$ cat config.mk
export PLATFORM = sky130hd
export DESIGN_NAME = pipe_ctrl_flat
export DESIGN_NICKNAME = d
export VERILOG_FILES = /design/src/rtl/pipe_ctrl_if.sv /design/src/rtl/pipe_ctrl.sv /design/src/flat_wrapper.sv
export SDC_FILE = /design/constraint.sdc
export NUM_CORES = 1
export LEC_CHECK = 0
export BUFFER_PORTS_ARGS = -buffer_cell sky130_fd_sc_hd__buf_2
export CAP_MARGIN = 20
export CORE_MARGIN = 2
export CORE_UTILIZATION = 57
export CTS_CLUSTER_DIAMETER = 30
export CTS_CLUSTER_SIZE = 8
export DETAILED_ROUTE_END_ITERATION = 10
export PLACE_DENSITY = 0.95
export SYNTH_ARGS = -nofsm -noshare
export SYNTH_HDL_FRONTEND = slang
export SYNTH_SLANG_ARGS = --single-unit
$ cat constraint.sdc
create_clock -name clk -period 3.85 [get_ports clk]
set_input_delay 0.1925 -clock clk [delete_from_list [all_inputs] [get_ports clk]]
set_output_delay 0.1925 -clock clk [all_outputs]
set_load 0.005 [all_outputs]
$ cat src/rtl/pipe_ctrl_if.sv
// ============================================================================
// pipe_ctrl_if : ID-stage fields in, stage control bundle out
// Rev 1.0
// ============================================================================
`default_nettype none

interface pipe_ctrl_if;
    logic [5:0] op;
    logic [5:0] funct;
    logic [4:0] rs;
    logic [4:0] rt;
    logic [4:0] rd;
    logic       hold;

    logic       stall;
    logic [1:0] npc_ctrl;
    logic       ext_op;
    logic       illegal;
    logic       ex_alusrc;
    logic [3:0] ex_aluc;
    logic       ex_md_start;
    logic       ex_md_div;
    logic       ex_regwrite;
    logic       mem_regwrite;
    logic       wb_regwrite;
    logic [4:0] ex_waddr;
    logic [4:0] mem_waddr;
    logic [4:0] wb_waddr;
    logic       mem_memwrite;
    logic       wb_memtoreg;
    logic       wb_sel_pc;

    modport master (
        output op, funct, rs, rt, rd, hold,
        input  stall, npc_ctrl, ext_op, illegal, ex_alusrc, ex_aluc, ex_md_start,
               ex_md_div, ex_regwrite, mem_regwrite, wb_regwrite, ex_waddr,
               mem_waddr, wb_waddr, mem_memwrite, wb_memtoreg, wb_sel_pc
    );

    modport slave (
        input  op, funct, rs, rt, rd, hold,
        output stall, npc_ctrl, ext_op, illegal, ex_alusrc, ex_aluc, ex_md_start,
               ex_md_div, ex_regwrite, mem_regwrite, wb_regwrite, ex_waddr,
               mem_waddr, wb_waddr, mem_memwrite, wb_memtoreg, wb_sel_pc
    );
endinterface

`default_nettype wire

$ cat src/rtl/pipe_ctrl.sv
// ============================================================================
// pipe_ctrl : pipelined MIPS main controller with load-use and MD-busy stalls
// Rev 1.0
// ============================================================================
`default_nettype none

module pipe_ctrl #(
    parameter int MULT_LAT = 5,
    parameter int DIV_LAT  = 10,
    parameter int CNT_W    = 4
) (
    input  wire logic  clk,
    input  wire logic  rst_n,
    pipe_ctrl_if.slave bus
);
    localparam logic [5:0] c_OP_RTYPE = 6'b000000;
    localparam logic [5:0] c_OP_J     = 6'b000010;
    localparam logic [5:0] c_OP_JAL   = 6'b000011;
    localparam logic [5:0] c_OP_BEQ   = 6'b000100;
    localparam logic [5:0] c_OP_ADDI  = 6'b001000;
    localparam logic [5:0] c_OP_ORI   = 6'b001101;
    localparam logic [5:0] c_OP_LUI   = 6'b001111;
    localparam logic [5:0] c_OP_LW    = 6'b100011;
    localparam logic [5:0] c_OP_SW    = 6'b101011;

    localparam logic [5:0] c_FN_NOP   = 6'b000000;
    localparam logic [5:0] c_FN_JR    = 6'b001000;
    localparam logic [5:0] c_FN_MFHI  = 6'b010000;
    localparam logic [5:0] c_FN_MFLO  = 6'b010010;
    localparam logic [5:0] c_FN_MULTU = 6'b011001;
    localparam logic [5:0] c_FN_DIVU  = 6'b011011;
    localparam logic [5:0] c_FN_ADDU  = 6'b100001;
    localparam logic [5:0] c_FN_SUBU  = 6'b100011;
    localparam logic [5:0] c_FN_AND   = 6'b100100;
    localparam logic [5:0] c_FN_OR    = 6'b100101;

    localparam logic [3:0] c_ALU_AND  = 4'b0000;
    localparam logic [3:0] c_ALU_OR   = 4'b0001;
    localparam logic [3:0] c_ALU_ADD  = 4'b0010;
    localparam logic [3:0] c_ALU_LUI  = 4'b0100;
    localparam logic [3:0] c_ALU_SUB  = 4'b0110;
    localparam logic [3:0] c_ALU_MFHI = 4'b1000;
    localparam logic [3:0] c_ALU_MFLO = 4'b1001;

    localparam logic [1:0] c_WSEL_RD  = 2'd0;
    localparam logic [1:0] c_WSEL_RT  = 2'd1;
    localparam logic [1:0] c_WSEL_31  = 2'd2;

    logic       w_regwrite, w_alusrc, w_md_start, w_md_div, w_memwrite, w_memtoreg;
    logic       w_sel_pc, w_ext_op, w_illegal, w_uses_rs, w_uses_rt, w_md_class;
    logic [1:0] w_wsel, w_npc;
    logic [3:0] w_aluc;
    logic [4:0] w_waddr;
    logic       w_load_use, w_md_hazard, w_stall, w_issue;

    logic             r_ex_alusrc, r_ex_md_start, r_ex_md_div, r_ex_regwrite;
    logic             r_ex_memwrite, r_ex_memtoreg, r_ex_sel_pc;
    logic [3:0]       r_ex_aluc;
    logic [4:0]       r_ex_waddr;
    logic             r_mem_regwrite, r_mem_memwrite, r_mem_memtoreg, r_mem_sel_pc;
    logic [4:0]       r_mem_waddr;
    logic             r_wb_regwrite, r_wb_memtoreg, r_wb_sel_pc;
    logic [4:0]       r_wb_waddr;
    logic [CNT_W-1:0] r_md_cnt;

    always_comb begin
        w_regwrite = 1'b0; w_wsel     = c_WSEL_RD; w_alusrc  = 1'b0; w_aluc    = c_ALU_AND;
        w_md_start = 1'b0; w_md_div   = 1'b0;      w_memwrite = 1'b0; w_memtoreg = 1'b0;
        w_sel_pc   = 1'b0; w_ext_op   = 1'b0;      w_npc     = 2'b00; w_illegal = 1'b0;
        w_uses_rs  = 1'b0; w_uses_rt  = 1'b0;      w_md_class = 1'b0;
        case (bus.op)
            c_OP_RTYPE: begin
                case (bus.funct)
                    c_FN_NOP:  w_illegal = 1'b0;
                    c_FN_ADDU: begin w_regwrite = 1'b1; w_aluc = c_ALU_ADD; w_uses_rs = 1'b1; w_uses_rt = 1'b1; end
                    c_FN_SUBU: begin w_regwrite = 1'b1; w_aluc = c_ALU_SUB; w_uses_rs = 1'b1; w_uses_rt = 1'b1; end
                    c_FN_AND:  begin w_regwrite = 1'b1; w_aluc = c_ALU_AND; w_uses_rs = 1'b1; w_uses_rt = 1'b1; end
                    c_FN_OR:   begin w_regwrite = 1'b1; w_aluc = c_ALU_OR;  w_uses_rs = 1'b1; w_uses_rt = 1'b1; end
                    c_FN_JR:   begin w_npc = 2'b11; w_uses_rs = 1'b1; end
                    c_FN_MULTU: begin
                        w_md_start = 1'b1; w_md_class = 1'b1; w_uses_rs = 1'b1; w_uses_rt = 1'b1;
                    end
                    c_FN_DIVU: begin
                        w_md_start = 1'b1; w_md_div = 1'b1; w_md_class = 1'b1;
                        w_uses_rs  = 1'b1; w_uses_rt = 1'b1;
                    end
                    c_FN_MFHI: begin w_regwrite = 1'b1; w_aluc = c_ALU_MFHI; w_md_class = 1'b1; end
                    c_FN_MFLO: begin w_regwrite = 1'b1; w_aluc = c_ALU_MFLO; w_md_class = 1'b1; end
                    default:   w_illegal = 1'b1;
                endcase
            end
            c_OP_ORI:  begin w_regwrite = 1'b1; w_wsel = c_WSEL_RT; w_alusrc = 1'b1; w_aluc = c_ALU_OR;  w_uses_rs = 1'b1; end
            c_OP_ADDI: begin
                w_regwrite = 1'b1; w_wsel = c_WSEL_RT; w_alusrc = 1'b1; w_aluc = c_ALU_ADD;
                w_ext_op   = 1'b1; w_uses_rs = 1'b1;
            end
            c_OP_LUI:  begin w_regwrite = 1'b1; w_wsel = c_WSEL_RT; w_alusrc = 1'b1; w_aluc = c_ALU_LUI; end
            c_OP_LW:   begin
                w_regwrite = 1'b1; w_wsel = c_WSEL_RT; w_alusrc = 1'b1; w_aluc = c_ALU_ADD;
                w_memtoreg = 1'b1; w_ext_op = 1'b1; w_uses_rs = 1'b1;
            end
            c_OP_SW:   begin
                w_alusrc  = 1'b1; w_aluc = c_ALU_ADD; w_memwrite = 1'b1; w_ext_op = 1'b1;
                w_uses_rs = 1'b1; w_uses_rt = 1'b1;
            end
            c_OP_BEQ:  begin w_aluc = c_ALU_SUB; w_npc = 2'b10; w_uses_rs = 1'b1; w_uses_rt = 1'b1; end
            c_OP_J:    w_npc = 2'b01;
            c_OP_JAL:  begin w_npc = 2'b01; w_regwrite = 1'b1; w_wsel = c_WSEL_31; w_sel_pc = 1'b1; end
            default:   w_illegal = 1'b1;
        endcase
    end

    always_comb begin
        w_waddr = 5'd0;
        if (w_regwrite) begin
            case (w_wsel)
                c_WSEL_RT: w_waddr = bus.rt;
                c_WSEL_31: w_waddr = 5'd31;
                default:   w_waddr = bus.rd;
            endcase
        end
    end

    assign w_load_use  = r_ex_memtoreg && (r_ex_waddr != 5'd0) &&
                         ((w_uses_rs && (r_ex_waddr == bus.rs)) || (w_uses_rt && (r_ex_waddr == bus.rt)));
    assign w_md_hazard = (r_md_cnt != '0) && w_md_class;
    assign w_stall     = (w_load_use || w_md_hazard) && !bus.hold;
    assign w_issue     = !bus.hold && !w_stall;

    // Reset also masks the ID decode so nothing is visible while rst_n is low.
    assign bus.stall    = w_stall && rst_n;
    assign bus.npc_ctrl = (w_issue && rst_n) ? w_npc : 2'b00;
    assign bus.ext_op   = w_ext_op && rst_n;
    assign bus.illegal  = w_illegal && w_issue && rst_n;

    always_ff @(posedge clk or negedge rst_n) begin
        if (!rst_n) begin
            r_ex_alusrc    <= 1'b0; r_ex_aluc     <= 4'd0; r_ex_md_start <= 1'b0; r_ex_md_div <= 1'b0;
            r_ex_regwrite  <= 1'b0; r_ex_waddr    <= 5'd0; r_ex_memwrite <= 1'b0;
            r_ex_memtoreg  <= 1'b0; r_ex_sel_pc   <= 1'b0;
            r_mem_regwrite <= 1'b0; r_mem_waddr   <= 5'd0; r_mem_memwrite <= 1'b0;
            r_mem_memtoreg <= 1'b0; r_mem_sel_pc  <= 1'b0;
            r_wb_regwrite  <= 1'b0; r_wb_waddr    <= 5'd0; r_wb_memtoreg <= 1'b0; r_wb_sel_pc <= 1'b0;
        end else if (!bus.hold) begin
            r_ex_alusrc    <= w_issue && w_alusrc;
            r_ex_aluc      <= w_issue ? w_aluc : 4'd0;
            r_ex_md_start  <= w_issue && w_md_start;
            r_ex_md_div    <= w_issue && w_md_div;
            r_ex_regwrite  <= w_issue && w_regwrite;
            r_ex_waddr     <= w_issue ? w_waddr : 5'd0;
            r_ex_memwrite  <= w_issue && w_memwrite;
            r_ex_memtoreg  <= w_issue && w_memtoreg;
            r_ex_sel_pc    <= w_issue && w_sel_pc;
            r_mem_regwrite <= r_ex_regwrite;  r_mem_waddr  <= r_ex_waddr;  r_mem_memwrite <= r_ex_memwrite;
            r_mem_memtoreg <= r_ex_memtoreg;  r_mem_sel_pc <= r_ex_sel_pc;
            r_wb_regwrite  <= r_mem_regwrite; r_wb_waddr   <= r_mem_waddr;
            r_wb_memtoreg  <= r_mem_memtoreg; r_wb_sel_pc  <= r_mem_sel_pc;
        end
    end

    // The MD unit keeps counting through hold; it is not part of the freeze.
    always_ff @(posedge clk or negedge rst_n) begin
        if (!rst_n) begin
            r_md_cnt <= '0;
        end else if (w_issue && w_md_start) begin
            r_md_cnt <= w_md_div ? CNT_W'(DIV_LAT) : CNT_W'(MULT_LAT);
        end else if (r_md_cnt != '0) begin
            r_md_cnt <= r_md_cnt - CNT_W'(1);
        end
    end

    assign bus.ex_alusrc    = r_ex_alusrc;
    assign bus.ex_aluc      = r_ex_aluc;
    assign bus.ex_md_start  = r_ex_md_start;
    assign bus.ex_md_div    = r_ex_md_div;
    assign bus.ex_regwrite  = r_ex_regwrite;
    assign bus.ex_waddr     = r_ex_waddr;
    assign bus.mem_regwrite = r_mem_regwrite;
    assign bus.mem_waddr    = r_mem_waddr;
    assign bus.mem_memwrite = r_mem_memwrite;
    assign bus.wb_regwrite  = r_wb_regwrite;
    assign bus.wb_waddr     = r_wb_waddr;
    assign bus.wb_memtoreg  = r_wb_memtoreg;
    assign bus.wb_sel_pc    = r_wb_sel_pc;

    logic w_unused;
    assign w_unused = r_ex_sel_pc & r_mem_memtoreg & r_mem_sel_pc & r_ex_memwrite;
endmodule

`default_nettype wire

$ cat src/flat_wrapper.sv
// flat-port wrapper written by rule: the top's interface ports become plain ports
module pipe_ctrl_flat 
#(
    parameter int MULT_LAT = 5,
    parameter int DIV_LAT  = 10,
    parameter int CNT_W    = 4
)
  (clk, rst_n, bus_op, bus_funct, bus_rs, bus_rt, bus_rd, bus_hold, bus_stall, bus_npc_ctrl, bus_ext_op, bus_illegal, bus_ex_alusrc, bus_ex_aluc, bus_ex_md_start, bus_ex_md_div, bus_ex_regwrite, bus_mem_regwrite, bus_wb_regwrite, bus_ex_waddr, bus_mem_waddr, bus_wb_waddr, bus_mem_memwrite, bus_wb_memtoreg, bus_wb_sel_pc);
  pipe_ctrl_if bus_i ();
  input  wire logic clk;
  input  wire logic rst_n;
  input wire logic [$bits(bus_i.op)-1:0] bus_op;
  input wire logic [$bits(bus_i.funct)-1:0] bus_funct;
  input wire logic [$bits(bus_i.rs)-1:0] bus_rs;
  input wire logic [$bits(bus_i.rt)-1:0] bus_rt;
  input wire logic [$bits(bus_i.rd)-1:0] bus_rd;
  input wire logic [$bits(bus_i.hold)-1:0] bus_hold;
  output wire logic [$bits(bus_i.stall)-1:0] bus_stall;
  output wire logic [$bits(bus_i.npc_ctrl)-1:0] bus_npc_ctrl;
  output wire logic [$bits(bus_i.ext_op)-1:0] bus_ext_op;
  output wire logic [$bits(bus_i.illegal)-1:0] bus_illegal;
  output wire logic [$bits(bus_i.ex_alusrc)-1:0] bus_ex_alusrc;
  output wire logic [$bits(bus_i.ex_aluc)-1:0] bus_ex_aluc;
  output wire logic [$bits(bus_i.ex_md_start)-1:0] bus_ex_md_start;
  output wire logic [$bits(bus_i.ex_md_div)-1:0] bus_ex_md_div;
  output wire logic [$bits(bus_i.ex_regwrite)-1:0] bus_ex_regwrite;
  output wire logic [$bits(bus_i.mem_regwrite)-1:0] bus_mem_regwrite;
  output wire logic [$bits(bus_i.wb_regwrite)-1:0] bus_wb_regwrite;
  output wire logic [$bits(bus_i.ex_waddr)-1:0] bus_ex_waddr;
  output wire logic [$bits(bus_i.mem_waddr)-1:0] bus_mem_waddr;
  output wire logic [$bits(bus_i.wb_waddr)-1:0] bus_wb_waddr;
  output wire logic [$bits(bus_i.mem_memwrite)-1:0] bus_mem_memwrite;
  output wire logic [$bits(bus_i.wb_memtoreg)-1:0] bus_wb_memtoreg;
  output wire logic [$bits(bus_i.wb_sel_pc)-1:0] bus_wb_sel_pc;
  assign bus_i.op = bus_op;
  assign bus_i.funct = bus_funct;
  assign bus_i.rs = bus_rs;
  assign bus_i.rt = bus_rt;
  assign bus_i.rd = bus_rd;
  assign bus_i.hold = bus_hold;
  assign bus_stall = bus_i.stall;
  assign bus_npc_ctrl = bus_i.npc_ctrl;
  assign bus_ext_op = bus_i.ext_op;
  assign bus_illegal = bus_i.illegal;
  assign bus_ex_alusrc = bus_i.ex_alusrc;
  assign bus_ex_aluc = bus_i.ex_aluc;
  assign bus_ex_md_start = bus_i.ex_md_start;
  assign bus_ex_md_div = bus_i.ex_md_div;
  assign bus_ex_regwrite = bus_i.ex_regwrite;
  assign bus_mem_regwrite = bus_i.mem_regwrite;
  assign bus_wb_regwrite = bus_i.wb_regwrite;
  assign bus_ex_waddr = bus_i.ex_waddr;
  assign bus_mem_waddr = bus_i.mem_waddr;
  assign bus_wb_waddr = bus_i.wb_waddr;
  assign bus_mem_memwrite = bus_i.mem_memwrite;
  assign bus_wb_memtoreg = bus_i.wb_memtoreg;
  assign bus_wb_sel_pc = bus_i.wb_sel_pc;
  pipe_ctrl #(.MULT_LAT(MULT_LAT), .DIV_LAT(DIV_LAT), .CNT_W(CNT_W)) u_core (.clk(clk), .rst_n(rst_n), .bus(bus_i));
endmodule
Word-level counts from Yosys, hierarchy flattened
Index checks and enable logic that the tools add are counted.

word-level totals
  register bits = 37
  output and inout bits = 33
  logic and storage cells = 115

operators by class
  add/subtract/negate cells = 1
  equality and inequality tests = 21
  muxes and demuxes = 32
  reductions and logical operators = 42

operators with widths
  kind                number
  $pmux 4 s5          2
  $eq 6x6->1 const B  6
  $eq 6x4->1 const B  4
  $eq 6x5->1 const B  4
  $logic_and 1x1->1   19
  $mux 4              4
  $mux 1              15
  $reduce_or 5->1     3
  $eq 6x2->1 const B  2
  $logic_not 6->1     2
  $reduce_or 6->1     2
  $eq 5x5->1          2
  $mux 5              2
  $pmux 5 s2          1
  $reduce_or 10->1    1
  $pmux 1 s2          4
  $reduce_or 4->1     2
  $reduce_or 8->1     1
  $reduce_or 7->1     1
  $eq 6x3->1 const B  1
  $pmux 2 s3          1
  $reduce_or 2->1     3
  $reduce_bool 5->1   1
  $mux 2              2
  other kinds (9)     11

Logic depth before layout (Yosys ltp)
Gate-level depths: netlist (run 1).

  depth in word-level cells = 13
  depth in mapped cells = 11

Worst setup path after synthesis (run 1)
OpenSTA, ideal clock, no wires.

  path kind = reg-to-output
  from = register u_core.r_ex_waddr[2], in the netlist u_core.bus.ex_waddr[2]
  to = output bus_stall
  arrival = 1.986 ns
  setup slack = 1.672 ns
  cell stages (with the launch flop) = 8
  cell sequence = dfrtp_1 -> or4_1 -> o21ai_2 -> or4_4 -> or3_4 -> nand4_2 -> buf_6 -> nor2b_1

between the ends
  longest elaborated chain between the ends = 7
  elaborated cells between the ends (all ways) = 11
  those cells by class = 2 x eq/ne; 9 x reduce/logical

RTL lines
  item                    RTL line            source
  start, declared         pipe_ctrl.sv:59     logic [4:0] r_ex_waddr;
  start signal, assigned  pipe_ctrl.sv:150    r_ex_waddr <= w_issue ? w_waddr : 5'd0;
  $eq 5x5->1              pipe_ctrl.sv:125    ((w_uses_rs && (r_ex_waddr == bus.rs)) || (w_uses_rt && (r_ex_waddr == bus.rt)));
  $logic_and 1x1->1       pipe_ctrl.sv:125
  $logic_or 1x1->1        pipe_ctrl.sv:125
  $logic_and 1x1->1 *     pipe_ctrl.sv:124    assign w_load_use = r_ex_memtoreg && (r_ex_waddr != 5'd0) &&
  $logic_or 1x1->1 *      pipe_ctrl.sv:127    assign w_stall = (w_load_use || w_md_hazard) && !bus.hold;
  $logic_and 1x1->1 *     pipe_ctrl.sv:127
  $logic_and 1x1->1 *     pipe_ctrl.sv:131    assign bus.stall = w_stall && rst_n;
  end, declared           flat_wrapper.sv:18  output wire logic [$bits(bus_i.stall)-1:0] bus_stall;

Mark *: on every way between the ends. The rest lies on a longest branch, timed or not.

Final worst setup path (run 1)
  from = register u_core.r_md_cnt[0]
  to = output bus_npc_ctrl[1]

between the ends
  longest elaborated chain between the ends = 8

RTL lines
  item                    RTL line            source
  start, declared         pipe_ctrl.sv:64     logic [CNT_W-1:0] r_md_cnt;
  start signal, assigned  pipe_ctrl.sv:166    r_md_cnt <= w_md_div ? CNT_W'(DIV_LAT) : CNT_W'(MULT_LAT);
  start signal, assigned  pipe_ctrl.sv:168    r_md_cnt <= r_md_cnt - CNT_W'(1);
  $reduce_bool 4->1       pipe_ctrl.sv:126    assign w_md_hazard = (r_md_cnt != '0) && w_md_class;
  $logic_and 1x1->1       pipe_ctrl.sv:126
  $logic_or 1x1->1        pipe_ctrl.sv:127
  $logic_and 1x1->1       pipe_ctrl.sv:127
  $logic_not 1->1         pipe_ctrl.sv:128    assign w_issue = !bus.hold && !w_stall;
  $logic_and 1x1->1       pipe_ctrl.sv:128
  $logic_and 1x1->1       pipe_ctrl.sv:132    assign bus.npc_ctrl = (w_issue && rst_n) ? w_npc : 2'b00;
  $mux 2                  pipe_ctrl.sv:132
  end, declared           flat_wrapper.sv:19  output wire logic [$bits(bus_i.npc_ctrl)-1:0] bus_npc_ctrl;

No other way between the ends.

==> impl_metrics.ini, run 1 <==
[yosys]
synth_nets = 280
ys.warnings.count = 0
syn_inst = 246
yosysSeqAreaShare = 0.402
yosys-top-cells-area = dfrtp_1 40%, mux2_2 8.3%, a21oi_1 4.3%
yosysTopAreaCellShare = 0.402
yosysMostFrequentCell = dfrtp_1
synth_edf_count = 0
ys_types = 51
synth-seq-cells = 37
syn_area_um2 = 2310
synth_area_leader_cell = dfrtp_1
avgSynthCellArea_um2 = 9.37
synthFlopType = dfrtp_1
yosys-top-cells-count = 37 x dfrtp_1, 25 x nand2_1, 21 x nor2_1
synth-async-reset-ratio = 1.00

[clocking]
cts_resized = 0
root_buffer = clkbuf_8
clockBufferDepth = 2
cts_tree = done
cts_sinks = 37
cts_setup_buffers = 0
cts_buffers = 5
htree_levels = 2
cts.clk_slew.worst_paths_ps = 70
clk_latency_ps = 290
ctsHoldBuffers = 1

[critical_path]
r2r_start = u_core.r_md_cnt[0]
path_class = reg2out
cp_slowest_stage_delay_ps = 550
slowest_stage = nor3b_1
path_cells = inv_1, ha_1, nor3b_1, nor4_1, inv_1, nand4_2, a211oi_1, buf_2
crit_fanout = 17
crit_arrival_ps = 2740
startpoint = u_core.r_md_cnt[0]
worstSetupStartpointType = flip-flop
timing.critical_path.buf_inv = 3
critPathCaptureType = primary output
crit_path_frequent_cell = inv_1
required_ps = 3660
cp_top_family = simple AND/OR/NAND/NOR gates

[drt]
first_pass_iters = 4
drtIter0Drc = 144
wl_um = 5770
wl_per_cell_um = 16.4
antenna_left = 0
via_count = 2154
drc = 0
vias_per_cell = 6.12

[global_routing]
grt_pass1_wl_um = 9290
grt_pass1_vias = 2017
grt_usage = 0.274
grt_max_degree = 50
grtUsageMet3 = 0.0567
grt_busiest_layer = met2
grt_use_met2 = 0.441
antenna_found_initial = 0
use_met1 = 0.349
gr-total-overflow = 0

[placed_design]
io_buffers = 62
dp.cells = 343
gp_congestion = 0.903
dpl.hpwl_um = 4200
place_area_um2 = 2610

[timing]
worst_pin_slew_ps = 874
period_minus_slack_ps = 2930
finalSetupViolations = 0
final.setup.tns_ps = 0
period_share = 0.761
drv_slew = 0
hold_viol = 0
skew_ps = 4.98
rsz0062_at_grt = false
relSlewSlack = 0.417
max_freq_ghz = 0.341

[cells_and_area]
final_area_um2 = 2720
syn_to_final_growth_pct = 18.0
finalNetCount = 335
fillers = 293
diodes = 0
drive_above_1_share = 0.315
instances_no_fill = 352
utilization = 0.690

[floorplan]
die-width_um = 67.6
ioPinCount = 63
start_util = 0.585
dieArea_um2 = 4570
num_rows = 23
core_area_um2 = 3940
die_y_um = 67.6

[outcome]
status = finished clean

[power]
p_per_area_nw_per_um2 = 356
power.leakage_uw = 0.00133
peakVddDrop_v = 0.000183

[worst_hold_path]
hold_start = bus_funct[1]
hp-class = in2reg

[run]
max_cap_viol_count = 0
## per-layer routing
layer  part of all wire  vias up  wire [um]
met1               0.40     1019       2320
met2               0.49      110       2810
met5                  0        -          0
met4              0.030        0        172
met3              0.080       20        462
li1                   -     1005          -
## sequential cells by signal, indices dropped and copies added, names as in the netlist, 4 cells and up
signal / flops
u_core.bus.ex_aluc: 4
u_core.bus.ex_waddr: 5
u_core.bus.mem_waddr: 5
u_core.bus.wb_waddr: 5
u_core.r_md_cnt: 4
## cells in the final DEF (no fill, tap or decap), types with 3 or more instances in the layout
master,n
a211oi_1,3
a21oi_1,20
buf_2,62
clkbuf_8,7
dfrtp_1,37
ha_1,4
inv_1,7
mux2_2,17
mux2i_1,3
nand2_1,25
nand2b_1,4
nand3_1,7
nand3b_1,3
nor2_1,21
nor2b_1,4
nor3_1,5
nor3b_1,4
nor4_1,3
o21ai_0,5
o31ai_1,5
o41ai_1,8
xnor2_1,10
xor2_1,4
## area by class of cell
cell class,instances,area [um2],share of cell area
timing repair buffer,64,328,0.120
sequential,37,926,0.340
tap,50,62.6,0.0230
clock inverter,1,5.00,0.00184
multi-input combinational,186,1280,0.469
inverter,7,26.3,0.00966
clock buffer,7,96.3,0.0354
## worst reg2reg max path, stage by stage, from the launching register on
cell and delay (ps):
dfrtp_1 380, inv_1 110, ha_1 180, nor3b_1 550, nor4_1 120, inv_1 110
nand4_2 410, o41ai_1 510
## cells by family (layout without fill, tap and decap cells)
family          count (synthesis)  in the layout  share of synthesized area
xor+xnor                       14             14                     0.0532
compound gates                 56             56                      0.168
simple gates                   92             92                      0.215
mux                            20             20                     0.0960
buf+inv                        23             79                     0.0445
flops                          37             37                      0.402
fa+ha+maj                       4              4                     0.0217
## where the power goes
group          internal [uW]  switching (uW)
logic                   97.7             127
clock network            162             136
registers                422            23.8
total                    681             287
## stage by stage
step	hold slack (ps)	setup WS (ps)	total power, uW
2_1_floorplan	-103	1670	596
3_3_place_gp	253	1400	654
3_5_place_dp	264	1300	671
4_1_cts	201	984	968
5_1_grt	218	736	1010
6_report	225	921	968
## worst paths after layout
| path | cells past startpoint | slack [ps] | to |
|---|---|---|---|
| setup reg to reg | 7 | 1360 | u_core.bus.ex_waddr[0] |
| hold / removal | 2 | 230 | u_core.r_md_cnt[0] |
| hold reg to reg | 2 | 480 | u_core.r_ex_memwrite |
| setup / recovery | 8 | 920 | bus_npc_ctrl[1] |
| min in group asynchronous | 3 | 470 | u_core.bus.ex_waddr[1] |
| max in group asynchronous | 3 | 3040 | u_core.bus.ex_md_start |
(Power assumes the default switching activity.)
==> inputs of run 2 (changes only) <==
--- a/config.mk
+++ b/config.mk
@@ -5,14 +5,15 @@
 export SDC_FILE = /design/constraint.sdc
 export NUM_CORES = 1
 export LEC_CHECK = 0
+export ABC_AREA = 1
 export BUFFER_PORTS_ARGS = -buffer_cell sky130_fd_sc_hd__buf_2
 export CAP_MARGIN = 20
 export CORE_MARGIN = 2
-export CORE_UTILIZATION = 57
+export CORE_UTILIZATION = 47
 export CTS_CLUSTER_DIAMETER = 30
 export CTS_CLUSTER_SIZE = 8
 export DETAILED_ROUTE_END_ITERATION = 10
-export PLACE_DENSITY = 0.95
+export PLACE_DENSITY = 0.87
 export SYNTH_ARGS = -nofsm -noshare
 export SYNTH_HDL_FRONTEND = slang
 export SYNTH_SLANG_ARGS = --single-unit
==> constraint.sdc (replaced) <==
create_clock -name clk -period 2.6 [get_ports clk]
set_input_delay 0.13 -clock clk [delete_from_list [all_inputs] [get_ports clk]]
set_output_delay 0.13 -clock clk [all_outputs]
set_load 0.005 [all_outputs]
==> run 2 against run 1 <==
  * Final area decreased by 1.5%
  * Critical path type unchanged
  * Combinational power increased by 36%
  * Total power increased by 60%
  * Sequential cell count unchanged
  * Non-clock buffer count increased by 1
  * Via count increased by 1.6%
  * Die area increased by 14%
==> impl_metrics.ini, run 2 <==
[global_routing]
antenna_found_initial = 0
grt_busiest_layer = met2
use_met1 = 0.290
gr-total-overflow = 0
grt_usage = 0.211
grt_use_met2 = 0.339
grtUsageMet3 = 0.0306
grt_pass1_wl_um = 8700
grt_pass1_vias = 2033
grt_max_degree = 38

[drt]
first_pass_iters = 5
wl_per_cell_um = 12.3
via_count = 2188
drc = 0
vias_per_cell = 5.21
wl_um = 5180
antenna_left = 0
drtIter0Drc = 104

[clocking]
clk_latency_ps = 280
htree_levels = 2
cts_setup_buffers = 0
clockBufferDepth = 2
cts_tree = done
cts_sinks = 37
root_buffer = clkbuf_8
cts_buffers = 5
cts.clk_slew.worst_paths_ps = 70

[yosys]
synth-seq-cells = 37
ys.warnings.count = 0
synth_area_leader_cell = dfrtp_1
avgSynthCellArea_um2 = 7.22
yosysSeqAreaShare = 0.425
synth_edf_count = 0
ys_types = 29
syn_inst = 302
syn_area_um2 = 2180
yosysTopAreaCellShare = 0.425
synthFlopType = dfrtp_1
yosysMostFrequentCell = nand2_1
synth-async-reset-ratio = 1.00
yosys-top-cells-area = dfrtp_1 42%, nand2_1 17%, nor2_1 5.5%
synth_nets = 336
yosys-top-cells-count = 98 x nand2_1, 37 x dfrtp_1, 32 x nor2_1

[floorplan]
dieArea_um2 = 5200
num_rows = 24
start_util = 0.494
core_area_um2 = 4410
die-width_um = 72.1
die_y_um = 72.1
ioPinCount = 63

[cells_and_area]
diodes = 0
final_cell_mix = 98 x nand2_1, 62 x buf_2, 37 x dfrtp_1, 32 x nor2_1, 31 x inv_1
final_common_cell = nand2_1
fillers = 412
finalNetCount = 401
instances_no_fill = 420
syn_to_final_growth_pct = 22.9
utilization = 0.607
drive_above_1_share = 0.236

[timing]
finalSetupViolations = 0
skew_ps = 3.03
rsz0062_at_grt = false
holdWs_ps = 169
relSlewSlack = 0.573
drv_slew = 0
max_freq_ghz = 0.444
hold_viol = 0
period_share = 0.867
worst_pin_slew_ps = 640
period_minus_slack_ps = 2250
final.setup.tns_ps = 0

[power]
power.leakage_uw = 0.00153
peakVddDrop_v = 0.000295
total_power_uw = 1550
p_per_area_nw_per_um2 = 579

[run]
max_cap_viol_count = 0

[critical_path]
path_class = reg2out
reg2reg_slack_ps = 820
required_ps = 2470
crit_arrival_ps = 2120
worstSetupStartpointType = flip-flop
critPathCaptureType = primary output
crit_fanout = 11

[placed_design]
io_buffers = 62
dp.cells = 411
dpl.hpwl_um = 3910
gp_congestion = 0.930

[worst_hold_path]
hp-class = in2reg

[outcome]
status = finished clean
## run 2: changes by cell type in the layout (fill, tap and decap cells not counted), moves of 5 or more
| cell | change |
|---|---|
| nand2_1 | +73 |
| inv_1 | +24 |
| mux2_2 | -17 |
| o21ai_0 | +15 |
| a21oi_1 | -11 |
| nor2_1 | +11 |
| nand3_1 | +9 |
| o41ai_1 | -8 |
| xnor2_1 | -8 |
| o21ai_1 | +6 |
| o31ai_1 | -5 |
## run 2: worst paths after layout
| kind | end | from | cells past startpoint |
|---|---|---|---|
| worst min-delay path | u_core.r_md_cnt[1] | bus_funct[1] | 3 |
| worst min register to register | u_core.bus.wb_memtoreg | u_core.r_mem_memtoreg | 2 |
| worst max-delay path | bus_npc_ctrl[1] | u_core.bus.ex_waddr[1] | 12 |
| worst max register to register | u_core.r_md_cnt[1] | u_core.bus.ex_waddr[1] | 11 |
| max in group asynchronous | u_core.bus.ex_aluc[3] | rst_n | 3 |
| min in group asynchronous | u_core.r_md_cnt[2] | rst_n | 2 |
## run 2: report_power, final
part,leakage [uW],switching (uW),internal [uW]
registers,0.000504,39.5,627
logic,0.000959,179,127
clock network,0.0000681,198,381
total,0.00153,416,1140
## run 2: cell type report
cell class                 instances  area, um2  area share
clock buffer                       5       68.8      0.0257
clock inverter                     3       65.1      0.0243
inverter                          34        128      0.0476
multi-input combinational        224       1090       0.408
sequential                        37        926       0.345
tap                               52       65.1      0.0243
timing repair buffer              65        335       0.125
## run 2: cell families (layout without fill, tap and decap cells)
kind of cell | Yosys count | count (layout) | share of synthesized area
AND/OR/NAND/NOR | 169 | 169 | 0.339
flip-flops | 37 | 37 | 0.425
buffers and inverters | 41 | 107 | 0.0740
adder cells (fa/ha/maj) | 4 | 4 | 0.0229
XOR/XNOR | 10 | 10 | 0.0402
AO/OA/AOI/OAI | 41 | 41 | 0.0993
## run 2: worst max-delay path: stages, from the launching register on
cell     delay [ps]
dfrtp_1         380
inv_1           100
or2_2           280
nand4_1         110
nor2_1           50
nand2_1          60
nand2_1          60
nand2_2          80
nand2_2          70
nor2_4          230
nand2_1         150
a21oi_1         140
buf_2           130
## run 2: what timing repair did
| item | CTS | global route |
|---|---|---|
| resized for setup | 0 | 0 |
| endpoints found under the hold margin | 8 | 0 |
| setup endpoints to repair | 0 | 0 |
| hold buffers | 1 | 0 |
## run 2: per-layer routing
layer  vias to the layer above  share of wire
met2                        73           0.47
met4                         0          0.016
met1                      1018           0.46
met3                         9          0.053
met5                         -              0
li1                       1088              -
## run 2: stage by stage
step                setup WS (ps)  cell area [um2]
floorplan                     969             2180
global placement              687             2540
detailed placement            687             2540
CTS                           355             2680
global route                  189             2680
finish                        347             2680
==> inputs of run 3 (changes only) <==
--- a/config.mk
+++ b/config.mk
@@ -5,7 +5,6 @@
 export SDC_FILE = /design/constraint.sdc
 export NUM_CORES = 1
 export LEC_CHECK = 0
-export ABC_AREA = 1
 export BUFFER_PORTS_ARGS = -buffer_cell sky130_fd_sc_hd__buf_2
 export CAP_MARGIN = 20
 export CORE_MARGIN = 2
@@ -14,6 +13,7 @@
 export CTS_CLUSTER_SIZE = 8
 export DETAILED_ROUTE_END_ITERATION = 10
 export PLACE_DENSITY = 0.87
+export SLEW_MARGIN = 0
 export SYNTH_ARGS = -nofsm -noshare
 export SYNTH_HDL_FRONTEND = slang
 export SYNTH_SLANG_ARGS = --single-unit
==> run 3 against run 2 <==
  * Cell count down 11%
  * Via count down 4.9%
  * Non-clock buffer count up 4
  * Largest power group unchanged
  * Critical path depth down 4
  * Sequential power down 0.8%
  * Worst setup slack worse by 240 ps
  * Clock power down 12%
  * Sequential share of layout area down 1.5 points
  * Sequential cell count unchanged
  * Largest cell class unchanged
==> impl_metrics.ini, run 3 (same netlist as run 1, synthesis figures left out) <==
[timing]
drv_slew = 0
skew_ps = 2.87
rsz0062_at_grt = true
period_share = 0.960
max_freq_ghz = 0.401
worst_pin_slew_ps = 886
final.setup.tns_ps = 0
hold_viol = 0
relSlewSlack = 0.409
period_minus_slack_ps = 2500
finalSetupViolations = 0

[power]
clkPwrFrac = 0.339
combPwrFrac = 0.220
p_per_area_nw_per_um2 = 531
pwr-share-seq = 0.441
p_sw_uw = 409
swShare = 0.273
intPower_uw = 1090
power.leakage_uw = 0.00136
peakVddDrop_v = 0.000274

[run]
max_cap_viol_count = 0

[global_routing]
gr-total-overflow = 0
grt_pass1_wl_um = 8890
grt_usage = 0.210
grt_pass1_vias = 1957
antenna_found_initial = 0
grt_max_degree = 50

[outcome]
status = finished clean

[placed_design]
dp.cells = 362
gp_congestion = 0.934
io_buffers = 62
dpl.hpwl_um = 4030

[cells_and_area]
utilization = 0.597
instances_no_fill = 374
diodes = 0
drive_above_1_share = 0.349
fillers = 408
final_cell_mix = 62 x buf_2, 33 x dfrtp_1, 25 x nand2_1, 21 x nor2_1, 20 x a21oi_1
final_common_cell = buf_2
syn_to_final_growth_pct = 22.4
finalNetCount = 340

[drt]
wl_um = 5490
drtIter0Drc = 134
via_count = 2080
antenna_left = 0
vias_per_cell = 5.56
drc = 0
first_pass_iters = 4
wl_per_cell_um = 14.7

[floorplan]
die-width_um = 74.0
die_y_um = 74.0
core_area_um2 = 4720
ioPinCount = 63
num_rows = 25
start_util = 0.488
dieArea_um2 = 5480

[clocking]
htree_levels = 2
clockBufferDepth = 2
cts_sinks = 37
root_buffer = clkbuf_8
cts_tree = done
cts_buffers = 5
clk_latency_ps = 280
cts.clk_slew.worst_paths_ps = 70

[critical_path]
path_class = reg2out
required_ps = 2470
crit_fanout = 6
critPathCaptureType = primary output
crit_arrival_ps = 2370
worstSetupStartpointType = flip-flop

[worst_hold_path]
hp-class = in2reg
## run 3: cell types whose count changed in the layout (fill, tap and decap cells not counted), sizes merged, moves of 8 or more
cell and delta:
xnor2 +8, nand3 -10, mux2 +17, nand2 -76, a21oi +11, o41ai +8
o21ai -20, inv -26, nor2 -16
## run 3: cell type report
cell class                 count  area (um2)  area share
tap                           67        83.8      0.0297
inverter                       7        26.3     0.00931
timing repair buffer          69         365       0.129
clock buffer                   6        82.6      0.0293
multi-input combinational    186        1290       0.459
sequential                    37         931       0.330
clock inverter                 2        37.5      0.0133
## run 3: timing repair
action	CTS	global route
gates resized for setup	0	7
hold endpoints to repair	37	0
cloned	0	0
endpoints found under the setup margin	2	4
hold buffers	1	0
setup buffers	3	0
pin swaps	1	0
## run 3: path summary, 6_finish.rpt
check | start | endpoint | cells past startpoint | slack [ps]
setup / recovery | u_core.bus.ex_waddr[1] | bus_stall | 8 | 100
hold / removal | bus_funct[1] | u_core.r_md_cnt[0] | 2 | 170
setup reg to reg | u_core.bus.ex_waddr[0] | u_core.bus.ex_waddr[4] | 8 | 140
hold reg to reg | u_core.bus.ex_md_start | u_core.bus.ex_md_start | 1 | 480
max in group asynchronous | rst_n | u_core.bus.ex_waddr[3] | 3 | 1760
min in group asynchronous | rst_n | u_core.bus.ex_alusrc | 2 | 180
## run 3: metrics by stage
step / hold WS [ps] / setup slack (ps) / total power (uW) / cell area [um2]
global route: 161 / 4.24 / 1570 / 2820
global placement: -57.0 / 379 / 981 / 2650
finish: 168 / 105 / 1500 / 2820
CTS: 149 / 74.0 / 1510 / 2800
detailed placement: -61.1 / 233 / 1000 / 2650
floorplan: -166 / 472 / 882 / 2310
## run 3: critical path, cell delays in order (launching register included)
cell     delay, ps
dfrtp_1        460
xnor2_1        190
nand3_1        110
or4_4          430
or3_4          380
nand4_2        120
buf_4          150
nor2b_1        120
buf_2          120
## run 3: metal layers
metal	wire length [um]	track usage	up-vias
met3	282	0.0230	18
met2	2580	0.339	81
met1	2430	0.277	970
met5	0	0	-
met4	190	0.113	0
li1	-	-	1011
## run 3: power by group through the flow
stage          registers, uW  clock network (uW)  logic, uW
5_1_grt                  666                 541        367
3_5_place_dp             673                   0        327
3_3_place_gp             666                   0        314
2_1_floorplan            663                   0        219
6_report                 661                 507        330
4_1_cts                  661                 518        331
